File: config.mk
export PLATFORM = sky130hd
export DESIGN_NAME = fft_stage_sched_flat
export DESIGN_NICKNAME = d
export VERILOG_FILES = /design/src/rtl/fft_stage_sched_if.sv /design/src/rtl/fft_stage_sched.sv /design/src/flat_wrapper.sv
export SDC_FILE = /design/constraint.sdc
export NUM_CORES = 1
export LEC_CHECK = 0
export ABC_CLOCK_PERIOD_IN_PS = 4200
export BUFFER_PORTS_ARGS = -buffer_cell sky130_fd_sc_hd__buf_2
export CAP_MARGIN = 10
export CORE_MARGIN = 2
export CORE_UTILIZATION = 30
export DETAILED_ROUTE_END_ITERATION = 7
export MAX_ROUTING_LAYER = met4
export SLEW_MARGIN = 20
export SYNTH_ARGS = -nofsm -noshare
export SYNTH_HDL_FRONTEND = slang
export SYNTH_SLANG_ARGS = --single-unit
File: constraint.sdc
create_clock -name clk -period 4.2 [get_ports clk]
set_clock_uncertainty 0.15 [all_clocks]
set_input_delay 0.21 -clock clk [delete_from_list [all_inputs] [get_ports clk]]
set_output_delay 0.21 -clock clk [all_outputs]
set_load 0.02 [all_outputs]
File: src/rtl/fft_stage_sched_if.sv
// Control/emit bundle between the SDF stage sequencer and its neighbours.
// master: input framing side (drives beats, observes controls and emits).
// slave:  the sequencer itself.
interface fft_stage_sched_if #(
  parameter int unsigned FRAME_CLKS = 32
);
  localparam int unsigned TW = $clog2(FRAME_CLKS / 2);

  logic          din_valid;
  logic          din_sof;
  logic          sr_shift_en;
  logic          sr_din_sel;
  logic          bf_en;
  logic          emit_valid;
  logic          emit_sel;
  logic [TW-1:0] emit_tw_idx;
  logic          emit_last;
  logic          err_sof;
  logic          busy;

  modport master (
    output din_valid, din_sof,
    input  sr_shift_en, sr_din_sel, bf_en,
    input  emit_valid, emit_sel, emit_tw_idx, emit_last, err_sof, busy
  );

  modport slave (
    input  din_valid, din_sof,
    output sr_shift_en, sr_din_sel, bf_en,
    output emit_valid, emit_sel, emit_tw_idx, emit_last, err_sof, busy
  );
endinterface

File: src/rtl/fft_stage_sched.sv
// Sequencer for one radix-2 SDF FFT stage. Tracks beat position within a frame,
// drives the delay-line / butterfly controls combinationally and produces a
// registered emit stream aligned with the one-cycle butterfly register.
// First half of a frame fills the delay line (draining the previous frame's
// difference beats), second half computes butterflies and emits sums.
module fft_stage_sched #(
  parameter int unsigned FRAME_CLKS = 32
) (
  input logic               clk,
  input logic               rst,
  fft_stage_sched_if.slave  io
);
  localparam int unsigned HALF = FRAME_CLKS / 2;
  localparam int unsigned CW   = $clog2(FRAME_CLKS);
  localparam int unsigned TW   = $clog2(HALF);

  logic [CW-1:0] beat_cnt_q, beat_cnt_d;
  logic          in_frame_q, in_frame_d;
  logic [TW:0]   drain_cnt_q, drain_cnt_d;

  logic          emit_valid_q, emit_valid_d;
  logic          emit_sel_q, emit_sel_d;
  logic [TW-1:0] emit_tw_q, emit_tw_d;
  logic          emit_last_q, emit_last_d;
  logic          err_sof_q, err_sof_d;

  logic          in_fire;
  logic          abort;
  logic          fill;
  logic          compute;
  logic          drain_tick;
  logic          emit_diff;
  logic [CW-1:0] beat;
  logic [TW:0]   tw_full;

  // Beat qualification and phase decode for the current cycle.
  always_comb begin
    in_fire    = io.din_valid && (io.din_sof || in_frame_q);
    abort      = in_fire && io.din_sof && in_frame_q;
    beat       = io.din_sof ? '0 : beat_cnt_q;
    fill       = in_fire && (beat < CW'(HALF));
    compute    = in_fire && !(beat < CW'(HALF));
    // Draining self-clocks only when no frame holds the shared delay line.
    drain_tick = !in_frame_q && !in_fire && (drain_cnt_q != '0);
    // An aborting sof discards pending differences, so it emits nothing.
    emit_diff  = ((fill && !abort) || drain_tick) && (drain_cnt_q != '0);
    tw_full    = (TW+1)'(HALF) - drain_cnt_q;
  end

  assign io.sr_shift_en = fill | compute | drain_tick;
  assign io.sr_din_sel  = compute;
  assign io.bf_en       = compute;
  assign io.busy        = in_frame_q || (drain_cnt_q != '0);

  assign io.emit_valid  = emit_valid_q;
  assign io.emit_sel    = emit_sel_q;
  assign io.emit_tw_idx = emit_tw_q;
  assign io.emit_last   = emit_last_q;
  assign io.err_sof     = err_sof_q;

  // Next-state for frame position, drain counter and emit registers.
  always_comb begin
    beat_cnt_d   = beat_cnt_q;
    in_frame_d   = in_frame_q;
    drain_cnt_d  = drain_cnt_q;
    emit_valid_d = emit_diff | compute;
    emit_sel_d   = emit_diff;
    emit_tw_d    = emit_diff ? tw_full[TW-1:0] : '0;
    emit_last_d  = emit_diff && (drain_cnt_q == (TW+1)'(1));
    err_sof_d    = abort;

    if (abort) begin
      drain_cnt_d = '0;
    end else if (emit_diff) begin
      drain_cnt_d = drain_cnt_q - (TW+1)'(1);
    end

    if (in_fire) begin
      if (beat == CW'(FRAME_CLKS - 1)) begin
        // Frame complete: its HALF difference beats now wait in the delay line.
        in_frame_d  = 1'b0;
        beat_cnt_d  = '0;
        drain_cnt_d = (TW+1)'(HALF);
      end else begin
        in_frame_d  = 1'b1;
        beat_cnt_d  = beat + 1'b1;
      end
    end
  end

  // State and registered outputs; async reset discards any frame or drain.
  always_ff @(posedge clk or posedge rst) begin
    if (rst) begin
      beat_cnt_q   <= '0;
      in_frame_q   <= 1'b0;
      drain_cnt_q  <= '0;
      emit_valid_q <= 1'b0;
      emit_sel_q   <= 1'b0;
      emit_tw_q    <= '0;
      emit_last_q  <= 1'b0;
      err_sof_q    <= 1'b0;
    end else begin
      beat_cnt_q   <= beat_cnt_d;
      in_frame_q   <= in_frame_d;
      drain_cnt_q  <= drain_cnt_d;
      emit_valid_q <= emit_valid_d;
      emit_sel_q   <= emit_sel_d;
      emit_tw_q    <= emit_tw_d;
      emit_last_q  <= emit_last_d;
      err_sof_q    <= err_sof_d;
    end
  end

endmodule
File: src/flat_wrapper.sv
// flat-port wrapper written by rule: the top's interface ports become plain ports
module fft_stage_sched_flat 
#(
  parameter int unsigned FRAME_CLKS = 32
)
  (clk, rst, io_din_valid, io_din_sof, io_sr_shift_en, io_sr_din_sel, io_bf_en, io_emit_valid, io_emit_sel, io_emit_tw_idx, io_emit_last, io_err_sof, io_busy);
  fft_stage_sched_if #(.FRAME_CLKS(FRAME_CLKS)) io_i ();
  input logic clk;
  input logic rst;
  input wire logic [$bits(io_i.din_valid)-1:0] io_din_valid;
  input wire logic [$bits(io_i.din_sof)-1:0] io_din_sof;
  output wire logic [$bits(io_i.sr_shift_en)-1:0] io_sr_shift_en;
  output wire logic [$bits(io_i.sr_din_sel)-1:0] io_sr_din_sel;
  output wire logic [$bits(io_i.bf_en)-1:0] io_bf_en;
  output wire logic [$bits(io_i.emit_valid)-1:0] io_emit_valid;
  output wire logic [$bits(io_i.emit_sel)-1:0] io_emit_sel;
  output wire logic [$bits(io_i.emit_tw_idx)-1:0] io_emit_tw_idx;
  output wire logic [$bits(io_i.emit_last)-1:0] io_emit_last;
  output wire logic [$bits(io_i.err_sof)-1:0] io_err_sof;
  output wire logic [$bits(io_i.busy)-1:0] io_busy;
  assign io_i.din_valid = io_din_valid;
  assign io_i.din_sof = io_din_sof;
  assign io_sr_shift_en = io_i.sr_shift_en;
  assign io_sr_din_sel = io_i.sr_din_sel;
  assign io_bf_en = io_i.bf_en;
  assign io_emit_valid = io_i.emit_valid;
  assign io_emit_sel = io_i.emit_sel;
  assign io_emit_tw_idx = io_i.emit_tw_idx;
  assign io_emit_last = io_i.emit_last;
  assign io_err_sof = io_i.err_sof;
  assign io_busy = io_i.busy;
  fft_stage_sched #(.FRAME_CLKS(FRAME_CLKS)) u_core (.clk(clk), .rst(rst), .io(io_i));
endmodule
---- Word level (Yosys, flattened, before mapping) ----
Cells that the tools add are included.
word-level totals
  output and inout port bits .............. 12
  flip-flop bits (word level) ............. 19
  bits of input ports ..................... 4
  word-level logic and storage cells ...... 43
cells by class
  order comparisons ....................... 1
  bitwise operators ....................... 3
  reductions and logical operators ........ 18
  multiplexer cells ....................... 8
  add/subtract/negate cells ............... 3
  equality and inequality tests ........... 2
operator list
  cell                                                                count
  5-bit two-way mux                                                   6
  1-bit logical AND                                                   10
  5-bit by 1-bit adder with 5-bit output, second input constant       1
  5-bit by 1-bit == test with 1-bit output, second input constant     1
  5-bit == test, second input constant                                1
  5-bit less-than comparator, second input constant                   1
  5-bit nonzero test                                                  1
  5-bit by 1-bit subtractor with 5-bit output, second input constant  1
  1-bit logical NOT                                                   4
  4-bit two-way mux                                                   1
  1-bit by 4-bit subtractor with 4-bit output, first input constant   1
  1-bit logical OR                                                    3
  1-bit bitwise OR                                                    3
  1-bit two-way mux                                                   1

---- Logic depth before layout (Yosys ltp) ----
Gate-level depths: netlist (run 1).
  word-level depth ........................ 12
  mapped depth ............................ 12
  depth with buffers taken out ............ 10

---- Worst setup path before layout (run 1) ----
OpenSTA, ideal clock, no wires.
  kind .................................... in2reg
  start ................................... in io_din_sof
  end ..................................... reg u_core.drain_cnt_q[1]
  buffers on the path ..................... 3
  path slack .............................. 2.054 ns
  arrival time ............................ 1.859 ns
  stages on the path ...................... 11
  setup time .............................. 0.137 ns
  path through ............................ buf_6 clkbuf_1 nor2b_1 ha_1 inv_1 nor4_1 ha_1 clkbuf_1 o21ai_0 a21boi_0 nor3_1
on the way
  longest elaborated chain between the ends .. 12
  elaborated cells between the ends (all ways) .. 19
  those cells by class .................... 1 x order compare; 1 x eq/ne; 5 x mux; 12 x reduce/logical
ends and longest elaborated chain
  element                                                              line                    source
  start: declaration                                                   flat_wrapper.sv:11      input wire logic [$bits(io_i.din_sof)-1:0] io_din_sof;
  branches (longest 11 deep; another with 5-bit less-than comparator)  --
  5-bit two-way mux *                                                  fft_stage_sched.sv:78   if (in_fire) begin
  net u_core.drain_cnt_d[1]                                            fft_stage_sched.sv:19   logic [TW:0] drain_cnt_q, drain_cnt_d;
  end signal: assignment                                               fft_stage_sched.sv:105  drain_cnt_q <= drain_cnt_d;
  end: declaration                                                     fft_stage_sched.sv:19
Mark *: on every way through the listed nets, which the timed path passes.
A chain may end at the register's enable or synchronous reset.

---- Worst setup path in the final report (run 1) ----
  start ................................... reg u_core.drain_cnt_q[0]
  end ..................................... out io_sr_shift_en
on the way
  longest elaborated chain between the ends .. 3
ends and longest elaborated chain
  element             line                   source
  5-bit nonzero test  fft_stage_sched.sv:44  drain_tick = !in_frame_q && !in_fire && (drain_cnt_q != '0);
  1-bit logical AND   fft_stage_sched.sv:44
  1-bit bitwise OR    fft_stage_sched.sv:50  assign io.sr_shift_en = fill | compute | drain_tick;
  end: declaration    flat_wrapper.sv:12     output wire logic [$bits(io_i.sr_shift_en)-1:0] io_sr_shift_en;
No other way between the ends.

==> key figures, run 1 <==
Die
  • Die height: between 60 and 70 um
  • Die area: a little under 0.004 mm^2
  • Initial Util: 0.313
  • Io pins: 16
  • Row count: 21
  • Core area: 0.00334 mm^2
  • DIE WIDTH: 63.0 um

Yosys
  • Yosys top cell by area: dfrtp_1
  • Adder-Cell Fraction of Synth Area: 0.0719
  • Simple-Gate Fraction of Synth Area: 0.186
  • Avg Inst Size Synth: 10.2 um^2
  • Seq/Total Area, Yosys: 0.455
  • Post-synth EDFFs: 0
  • Synthesized area: 0.00104 mm^2
  • Area contributors post-synth: dfrtp_1, ha_1, o21ai_0
  • Post-Synth XOR/XNOR Area: 0.0419
  • Top-count cell post-synth: dfrtp_1
  • Asr flop ratio synth: 1.00
  • Top FF cell, synth: dfrtp_1
  • Yosys warns: 0
  • Post-Syn Nets: 112
  • Synth top area share: 0.455
  • Largest family of logic cells by synthesized area: simple AND/OR/NAND/NOR gates
  • Compound-Gate Fraction of Synth Area: 0.170
  • Post-synthesis cell type count: 36
  • #FFs+latches synth: 19
  • Gate Count Post-Synth: between 100 and 150
  • Post-synth top cells: dfrtp_1, inv_1, o21ai_0
  • Mux cell area share after synthesis: 0.0108

Global routing
  • Largest net degree at the start of global routing: 20
  • First-pass GRT wire length: between 3000 and 4000 um
  • GR Overflow Total: 0
  • Number of global-route vias before repair: between 700 and 800
  • GRT Resource Usage Total: 0.113
  • Initial antenna violation count: 0

Worst setup path
  • R2r startpoint: u_core.beat_cnt_q[1]
  • Data arrival, critical path: between 1500 and 2000 ps
  • Critical Path, Cell by Cell: inv_1 -> ha_1 -> nor4b_4 -> o21ai_0 -> buf_2
  • Critical path data required time: approximately 3800 ps
  • Worst setup endpoint: io_sr_shift_en
  • Reg2reg setup slack: between 1500 and 2000 ps
  • Critical path buffers and inverters: 2
  • Critical R2R Capture: u_core.drain_cnt_q[3]
  • Delay-heaviest family, CP: simple AND/OR/NAND/NOR gates
  • Worst-path fanout max: 8
  • Startpoint Class: register
  • Worst Setup Path Type: register to primary output
  • Crit path largest cell delay: 510 ps
  • CP Depth: 5
  • CP max stage cell: nor4b_4
  • Critical Path Source: u_core.drain_cnt_q[0]
  • Critical Path Sink Type: primary output
  • R2R depth: 8

Drt
  • ANT nets after route: 0
  • Total number of vias: between 700 and 800
  • DRT Pass-1 Iters: 4
  • Vias per cell: approximately 4.8
  • Total wire length: approximately 1900 um
  • Starting DRT DRC Count: 13
  • Routed len/inst: roughly 12 um
  • # DRC: 0

Timing
  • Slew @ Worst Pin: 696 ps
  • Period utilisation layout: 0.538
  • Fmax: between 0.4 and 0.5 GHz
  • Slew Limit Fails: 0
  • Setup TNS: 0 ps
  • Setup violations, final: 0
  • Relative slew slack: 0.536
  • Final hold vios: 0
  • Crit path time final: approximately 2300 ps
  • RSZ-0062 raised after global routing: no

Hold path
  • Hold Crit Depth: 2
  • Hold/Removal Path Class: primary input to register

CTS
  • Setup Buffers After CTS: 0
  • Clock sinks: 19
  • Clk buf depth: 2
  • Num CTS Buffers: 3
  • Skew-Pair Late Insertion Delay: ~300 ps
  • Clk slew on worst S/H paths: 110 ps
  • Cts repair resizes: 0
  • CTS root buffer: clkbuf_4
  • CTS H-tree lvls: 1
  • TritonCTS clock tree: built

Placement
  • PortBufs: 15
  • Routability cong.: 0.823
  • Cell total after placement: 156
  • Dpl hpwl: ~1400 um

Power
  • Pwr Density: between 400 and 500 mW/mm^2
  • Max IR drop VDD: around 0.24 mV
  • Leakage Power: 0.558 nW

Cells and area
  • Layout Nets: between 100 and 150
  • Share of cells above drive strength 1: 0.217
  • Area Growth Syn to Fin: 12.7%
  • Layout Cells excl Fill: ~160
  • Diode count: 0

Flow run
  • Max cap viols: 0

Status
  • Outcome: finished, final reports clean
worst reg2reg max path, cell delays in order, from the launching register on:
cell,delay (ps)
dfrtp_1,390
nor2b_1,170
ha_1,180
inv_1,50
nor4_1,180
ha_1,350
o21ai_0,120
a21boi_0,430
nor2_1,100
how the worst min path moves through the flow:
stage / start / end / slack, ps
2_1_floorplan: rst / u_core.beat_cnt_q[0] / 10
3_3_place_gp: rst / u_core.io.emit_sel / 210
3_5_place_dp: rst / u_core.io.emit_sel / 220
4_1_cts: io_din_valid / u_core.in_frame_q / 80
5_1_grt: io_din_valid / u_core.in_frame_q / 120
6_report: io_din_valid / u_core.in_frame_q / 90
registers in the layout, summed over array words and instances (netlist names):
register	count
u_core.beat_cnt_q	5
u_core.drain_cnt_q	5
u_core.in_frame_q	1
u_core.io.emit_last	1
u_core.io.emit_sel	1
u_core.io.emit_tw_idx	4
u_core.io.emit_valid	1
u_core.io.err_sof	1
layout by cell type, fill, tap and decap left out, types with 2 or more instances in the layout:
cell / count
a21oi_1: 5
xnor2_1: 3
buf_2: 15
o21ai_0: 7
nand2_1: 6
inv_1: 8
nor2b_1: 4
a211oi_1: 2
nor2_1: 5
clkbuf_4: 3
nand2b_1: 4
xor2_1: 2
a21boi_0: 2
and3_1: 2
and2_1: 2
ha_1: 6
dfrtp_1: 19
per-layer routing:
metal  vias up  part of all wire  global-route usage
met1       385              0.44               0.135
met5         -                 0                   -
li1        373                 -                   -
met3         6             0.049              0.0432
met2        16              0.50               0.174
met4         0             0.013              0.0417
through the flow:
stage	worst slack [ps]	total power [W]	cell area, um^2	utilization	hold WS (ps)
floorplan	2050	0.000435	1040	-	11.1
global placement	2060	0.000486	1140	0.342	208
detailed placement	1960	0.000490	1140	0.342	223
CTS	1910	0.000588	1180	0.353	83.9
global route	1560	0.000624	1180	0.353	117
finish	1940	0.000577	1180	0.353	92.0
cell type report:
| cell class | count | area (um^2) |
|---|---|---|
| repair buffers | 16 | 85.1 |
| flip-flops and latches | 19 | 475 |
| clock buffers | 3 | 22.5 |
| fillers | 341 | 2160 |
| clock inverters | 1 | 5.00 |
| multi-input cells | 68 | 502 |
| inverters | 8 | 30.0 |
| well taps | 46 | 57.6 |
report_power, final:
group          switching, W  internal [W]
registers         0.0000368      0.000222
logic              0.000126     0.0000985
clock network     0.0000591     0.0000356
kinds of logic (layout without fill, tap and decap cells):
kind of cell | after synthesis | count (layout)
AO/OA/AOI/OAI | 25 | 25
XOR/XNOR | 5 | 5
adder cells (fa/ha/maj) | 6 | 6
buffers and inverters | 15 | 28
flip-flops | 19 | 19
multiplexers | 1 | 1
AND/OR/NAND/NOR | 31 | 31
what timing repair did:
item	in CTS	in global routing
hold buffers	1	0
endpoints found under the setup margin	0	0
hold endpoints to repair	19	0
No activity file was read; power rests on OpenSTA's default activity.
==> run 2, diff against run 1 <==
ABC_CLOCK_PERIOD_IN_PS = 2160   (was 4200)
clock period = 2.16 ns   (was 4.2 ns; I/O delays follow)
==> key figures, run 2 (same netlist as run 1, synthesis figures left out) <==
Cells and area
  • Commonest non-fill, non-tap cell in the layout: dfrtp_1
  • Sequential cell area: 475 um^2 (unchanged)
  • Multi-input logic area: 510 um^2 (+1.7%)
  • Most frequent cells in the layout: dfrtp_1, buf_2, inv_1
  • Layout Nets: 132 (+4.8%)
  • Area Growth Syn to Fin: 18.7%
  • FILL cells: 356 (+4.4%)
  • Share of cells above drive strength 1: 0.256 (+0.0388)
  • Diode count: 0 (unchanged)

Hold path
  • Hold Crit Depth: 3 (+1)
  • Worst hold start: io_din_sof
  • WHS Endpoint: u_core.beat_cnt_q[2]
  • Hold/Removal Path Class: primary input to register

Worst setup path
  • Critical R2R Capture: u_core.beat_cnt_q[3]
  • Startpoint Class: register
  • R2r startpoint: u_core.beat_cnt_q[1]
  • Delay-heaviest family, CP: buffers and inverters
  • Reg2reg setup slack: 190 ps (-1770 ps)
  • Data arrival, critical path: 1770 ps (-130 ps)
  • Crit path largest cell delay: 430 ps (-80 ps)
  • Critical Path Sink Type: primary output
  • Worst Setup Path Type: register to primary output
  • R2R depth: 9 (+1)
  • CP max stage cell: dfrtp_1
  • Critical Path, Cell by Cell: inv_1 -> ha_1 -> nor4b_4 -> buf_6 -> o21ai_0 -> buf_2
  • Critical path data required time: 1900 ps (-1940 ps)
  • Critical path buffers and inverters: 3 (+1)
  • CP Depth: 6 (+1)
  • Worst-path fanout max: 7 (-1)

Drt
  • Vias per cell: 4.78 (-1.2%)
  • Starting DRT DRC Count: 53 (+40)
  • DRT Pass-1 Iters: 4 (unchanged)
  • Total number of vias: 799 (+2.4%)
  • Routed len/inst: 12.3 um (+2.5%)
  • Total wire length: 2060 um (+6.3%)
  • ANT nets after route: 0 (unchanged)
  • # DRC: 0 (unchanged)

Die
  • Row count: 21 (unchanged)
  • Die area: 0.00397 mm^2 (unchanged)
  • Die height: 63.0 um (unchanged)
  • DIE WIDTH: 63.0 um (unchanged)
  • Core area: 0.00334 mm^2 (unchanged)
  • Initial Util: 0.313 (unchanged)
  • Io pins: 16 (unchanged)

CTS
  • Num CTS Buffers: 3 (unchanged)
  • Clk slew on worst S/H paths: 120 ps (about the same)
  • CTS root buffer: clkbuf_4
  • TritonCTS clock tree: built
  • CTS H-tree lvls: 1 (unchanged)
  • Skew-Pair Late Insertion Delay: 300 ps (about the same)
  • Clk buf depth: 2 (unchanged)
  • Clock sinks: 19 (unchanged)
  • Setup Buffers After CTS: 0 (unchanged)

Placement
  • Dpl hpwl: 1490 um (+3.5%)
  • Place WS: 91.1 ps (-1860 ps)
  • PortBufs: 15 (unchanged)
  • Routability cong.: 0.749 (-9.1%)

Timing
  • Slew @ Worst Pin: 728 ps (+31.7 ps)
  • Crit path time final: roughly 2000 ps
  • Fmax: approximately 0.5 GHz
  • Slew Limit Fails: 0 (unchanged)
  • RSZ-0062 raised after global routing: no
  • Setup violations, final: 0 (unchanged)
  • Final hold vios: 0 (unchanged)
  • Final worst slack: 129 ps (-1810 ps)
  • Setup TNS: 0 ps (unchanged)
  • Relative slew slack: 0.514 (-0.0211)
  • Period utilisation layout: 0.940

Power
  • Gate power share: 0.412 (+0.024)
  • Max IR drop VDD: 0.405 mV (+68%)
  • Sequential Power Share: 0.432 (-0.016)
  • Switch share: 0.379 (-0.00476)
  • Leakage Power: 0.584 nW (+4.7%)
  • Total chip power: 0.00116 W (+100%)
  • Internal: 0.000723 W (+100%)
  • Sw Pwr: 0.000441 W (+99%)
  • Clock share of power: 0.156 (-0.008)
  • Pwr Density: 939 mW/mm^2 (+91%)

Global routing
  • Largest net degree at the start of global routing: 20 (unchanged)
  • First-pass GRT wire length: 3440 um (-1.2%)
  • Initial antenna violation count: 0 (unchanged)
  • GR Overflow Total: 0 (unchanged)
  • Number of global-route vias before repair: 808 (+3.3%)
  • GRT Resource Usage Total: 0.112 (-0.00131)

Flow run
  • Max cap viols: 0 (unchanged)

Status
  • Outcome: finished, final reports clean
[run 2: layout make-up]
type,count,share of cell area
Multi-Input combinational cell,68,0.412
Sequential cell,19,0.383
Timing Repair Buffer,22,0.112
Tap cell,46,0.0464
Inverter,8,0.0242
Clock buffer,3,0.0182
Clock inverter,1,0.00404
[run 2: worst max-delay path by stage]
stage | startpoint | endpoint | slack [ps]
final | u_core.drain_cnt_q[0] | io_sr_shift_en | 130
after global routing | u_core.in_frame_q | io_sr_shift_en | 10
after CTS | u_core.beat_cnt_q[1] | u_core.drain_cnt_q[2] | 70
after detailed placement | u_core.beat_cnt_q[1] | u_core.drain_cnt_q[2] | 90
after global placement | u_core.beat_cnt_q[0] | u_core.drain_cnt_q[1] | 220
after floorplan | io_din_sof | u_core.drain_cnt_q[1] | 120
[run 2: through the flow]
step,std cells,utilization,cell area (um^2),hold slack (ps)
6_report,167,0.372,1240,35.8
5_1_grt,167,0.372,1240,53.7
4_1_cts,167,0.368,1230,13.2
3_5_place_dp,160,0.351,1170,126
3_3_place_gp,160,0.351,1170,114
2_1_floorplan,102,-,1040,-90.9
[run 2: power groups by stage]
stage | clock network, W | logic (W) | registers (W)
global route | 0.000204 | 0.000538 | 0.000514
finish | 0.000182 | 0.000480 | 0.000503
global placement | 0 | 0.000458 | 0.000506
floorplan | 0 | 0.000318 | 0.000528
CTS | 0.000187 | 0.000468 | 0.000503
detailed placement | 0 | 0.000463 | 0.000509
[run 2: worst reg2reg max path, delay by kind of cell (launching register included)]
kind                     cells  cell delay [ps]
flip-flops                   1              390
AND/OR/NAND/NOR              2              320
adder cells (fa/ha/maj)      2              430
AO/OA/AOI/OAI                3              360
buffers and inverters        2              210
[run 2: what timing repair did]
action                                 in CTS  in global routing
setup endpoints to repair                   0                  7
endpoints found under the hold margin      22                  0
gates resized for setup                     0                  4
hold buffers                                3                  0
[run 2: routing by layer]
layer | GRT usage | up-vias | routed length, um
met4 | 0.0528 | 0 | 38
met3 | 0.0306 | 7 | 90
met1 | 0.138 | 382 | 976
met5 | - | - | 0
met2 | 0.170 | 26 | 954
li1 | - | 384 | -
==> run 3, diff against run 2 <==
ABC_AREA = 1   (was not set)
TNS_END_PERCENT = 20   (was not set)
==> key figures, run 3 <==
Yosys
  • Area contributors post-synth: dfrtp_1, nand2_1, ha_1
  • Yosys warns: 0 (unchanged)
  • Synthesized area: 993 um^2 (-4.9%)
  • Top-count cell post-synth: nand2_1
  • Yosys top cell by area: dfrtp_1
  • Asr flop ratio synth: 1.00 (unchanged)
  • Post-Syn Nets: 126 (+13%)
  • Post-synth top cells: nand2_1, inv_1, dfrtp_1
  • Synth top area share: 0.479 (+0.0235)
  • Avg Inst Size Synth: 8.56 um^2 (-16%)
  • Seq/Total Area, Yosys: 0.479 (+0.0235)
  • Post-synthesis cell type count: 22 (-39%)
  • #FFs+latches synth: 19 (unchanged)
  • Post-synth EDFFs: 0 (unchanged)
  • Gate Count Post-Synth: 116 (+14%)
  • Top FF cell, synth: dfrtp_1

Worst setup path
  • Crit path largest cell delay: 420 ps (about the same)
  • CP most frequent cell: inv_1
  • Critical Path, Cell by Cell: inv_1 -> ha_1 -> inv_1 -> nor2_2 -> nand2_4 -> or2_2 -> buf_2
  • Critical path buffers and inverters: 3 (unchanged)
  • Critical R2R Capture: u_core.drain_cnt_q[0]
  • CP max stage cell: dfrtp_1
  • R2R depth: 12 (+3)
  • R2r startpoint: u_core.drain_cnt_q[0]
  • Critical path data required time: 1900 ps (about the same)
  • CP Depth: 7 (+1)
  • Data arrival, critical path: 1700 ps (-70 ps)
  • Critical Path Source: u_core.drain_cnt_q[0]
  • Reg2reg setup slack: 240 ps (+50 ps)
  • Startpoint Class: register
  • Worst Setup Path Type: register to primary output
  • Critical Path Sink Type: primary output
  • Delay-heaviest family, CP: simple AND/OR/NAND/NOR gates
  • Worst-path fanout max: 5 (-2)

CTS
  • Num CTS Buffers: 3 (unchanged)
  • Setup Buffers After CTS: 0 (unchanged)
  • CTS H-tree lvls: 1 (unchanged)
  • Clock sinks: 19 (unchanged)
  • CTS root buffer: clkbuf_4
  • TritonCTS clock tree: built
  • Clk buf depth: 2 (unchanged)
  • Skew-Pair Late Insertion Delay: 290 ps (about the same)
  • Clk slew on worst S/H paths: 110 ps (about the same)

Global routing
  • Largest net degree at the start of global routing: 20 (unchanged)
  • Initial antenna violation count: 0 (unchanged)
  • GRT Resource Usage Total: 0.112 (about the same)
  • Number of global-route vias before repair: 734 (-9.2%)
  • First-pass GRT wire length: 3080 um (-10%)
  • GR Overflow Total: 0 (unchanged)

Timing
  • RSZ-0062 raised after global routing: no
  • Final Hold Slack: 20.5 ps (-15.3 ps)
  • Period utilisation layout: 0.907 (-0.0328)
  • Slew @ Worst Pin: 735 ps (+7.65 ps)
  • Fmax: 0.510 GHz (+3.6%)
  • Relative slew slack: 0.509 (-0.00510)
  • Final hold vios: 0 (unchanged)
  • Crit path time final: 1960 ps (-70.8 ps)
  • Setup TNS: 0 ps (unchanged)
  • Setup violations, final: 0 (unchanged)
  • Slew Limit Fails: 0 (unchanged)

Cells and area
  • Layout Cells excl Fill: 178 (+6.6%)
  • Layout Nets: 145 (+9.8%)
  • Area Growth Syn to Fin: 15.2%
  • Diode count: 0 (unchanged)
  • Share of cells above drive strength 1: 0.231 (-0.0249)
  • Most frequent cells in the layout: nand2_1, inv_1, dfrtp_1
  • Commonest non-fill, non-tap cell in the layout: nand2_1

Placement
  • PortBufs: 15 (unchanged)
  • Cell total after placement: 173 (+8.1%)
  • Routability cong.: 0.811 (+8.3%)
  • Dpl hpwl: 1340 um (-10%)

Power
  • Pwr Density: 1070 mW/mm^2 (+14%)
  • Total chip power: 0.00122 W (+5.1%)
  • Max IR drop VDD: 0.483 mV (+19%)
  • Leakage Power: 0.644 nW (+10%)

Status
  • Outcome: finished, final reports clean

Die
  • Die height: 61.5 um (-2.3%)
  • Die area: 0.00379 mm^2 (-4.6%)
  • Initial Util: 0.320 (+0.00708)
  • Core area: 0.00310 mm^2 (-7.0%)
  • Row count: 20 (-4.8%)
  • DIE WIDTH: 61.5 um (-2.3%)
  • Io pins: 16 (unchanged)

Drt
  • Total number of vias: 766 (-4.1%)
  • # DRC: 0 (unchanged)
  • Vias per cell: 4.30 (-10%)
  • Routed len/inst: 9.97 um (-19%)
  • Starting DRT DRC Count: 22 (-58%)
  • Total wire length: 1780 um (-14%)
  • ANT nets after route: 0 (unchanged)
  • DRT Pass-1 Iters: 4 (unchanged)

Hold path
  • Hold/Removal Path Class: primary input to register
  • Hold Crit Depth: 3 (unchanged)
  • WHS Endpoint: u_core.io.err_sof
  • Worst hold start: io_din_valid

Flow run
  • Max cap viols: 0 (unchanged)
## run 3: cell count changes after synthesis, moves of 3 or more
| cell | previous run | this run |
|---|---|---|
| clkbuf_1 | 5 | 0 |
| inv_1 | 8 | 20 |
| nand2_1 | 6 | 21 |
| a21oi_1 | 5 | 2 |
| nor2_1 | 5 | 15 |
| nand3_1 | 0 | 8 |
| nand2b_1 | 4 | 0 |
| nor2b_1 | 4 | 0 |
| nand2_4 | 0 | 3 |
## run 3: cells by family (layout without fill, tap and decap cells)
logic type / Yosys count / in the layout / synth area share
flip-flops: 19 / 19 / 0.479
buffers and inverters: 24 / 42 / 0.102
adder cells (fa/ha/maj): 6 / 6 / 0.0756
XOR/XNOR: 3 / 3 / 0.0265
AO/OA/AOI/OAI: 10 / 10 / 0.0554
AND/OR/NAND/NOR: 54 / 54 / 0.262
## run 3: stage by stage
| stage | area (um^2) | utilization | setup slack (ps) |
|---|---|---|---|
| final | 1140 | 0.369 | 200 |
| after global routing | 1140 | 0.369 | 45.4 |
| after CTS | 1140 | 0.368 | 109 |
| after detailed placement | 1100 | 0.356 | 191 |
| after global placement | 1100 | 0.356 | 258 |
| after floorplan | 993 | - | 345 |
## run 3: worst max path at each step
stage / end
after floorplan: u_core.drain_cnt_q[0]
after global placement: u_core.drain_cnt_q[0]
after detailed placement: u_core.drain_cnt_q[0]
after CTS: io_busy
after global routing: io_busy
final: io_busy
## run 3: layer usage
layer  vias to the layer above  track usage  part of all wire
met5                         -            -                 0
met4                         0      0.00912            0.0034
met3                         2       0.0378             0.042
met2                        15        0.198              0.51
met1                       362        0.128              0.44
li1                        387            -                 -
## run 3: tightest hold or removal path: stages
cell,delay (ps)
buf_2,120
nand3_1,150
inv_1,50
## run 3: area by class of cell
| cell class | instances | area, um^2 |
|---|---|---|
| clock buffers | 3 | 22.5 |
| repair buffers | 16 | 85.1 |
| fillers | 345 | 1960 |
| inverters | 22 | 82.6 |
| multi-input cells | 73 | 419 |
| clock inverters | 1 | 5.00 |
| well taps | 44 | 55.1 |
| flip-flops and latches | 19 | 475 |
## run 3: repair_timing
item,in CTS,in global routing
gates resized for setup,0,1
hold endpoints to repair,19,0
setup endpoints to repair,0,2
hold buffers,1,0
## run 3: report_power, final
group          internal [W]  switching (W)  leakage (nW)
combinational      0.000191       0.000333         0.388
sequential         0.000453      0.0000639         0.239
clock             0.0000689       0.000113        0.0177
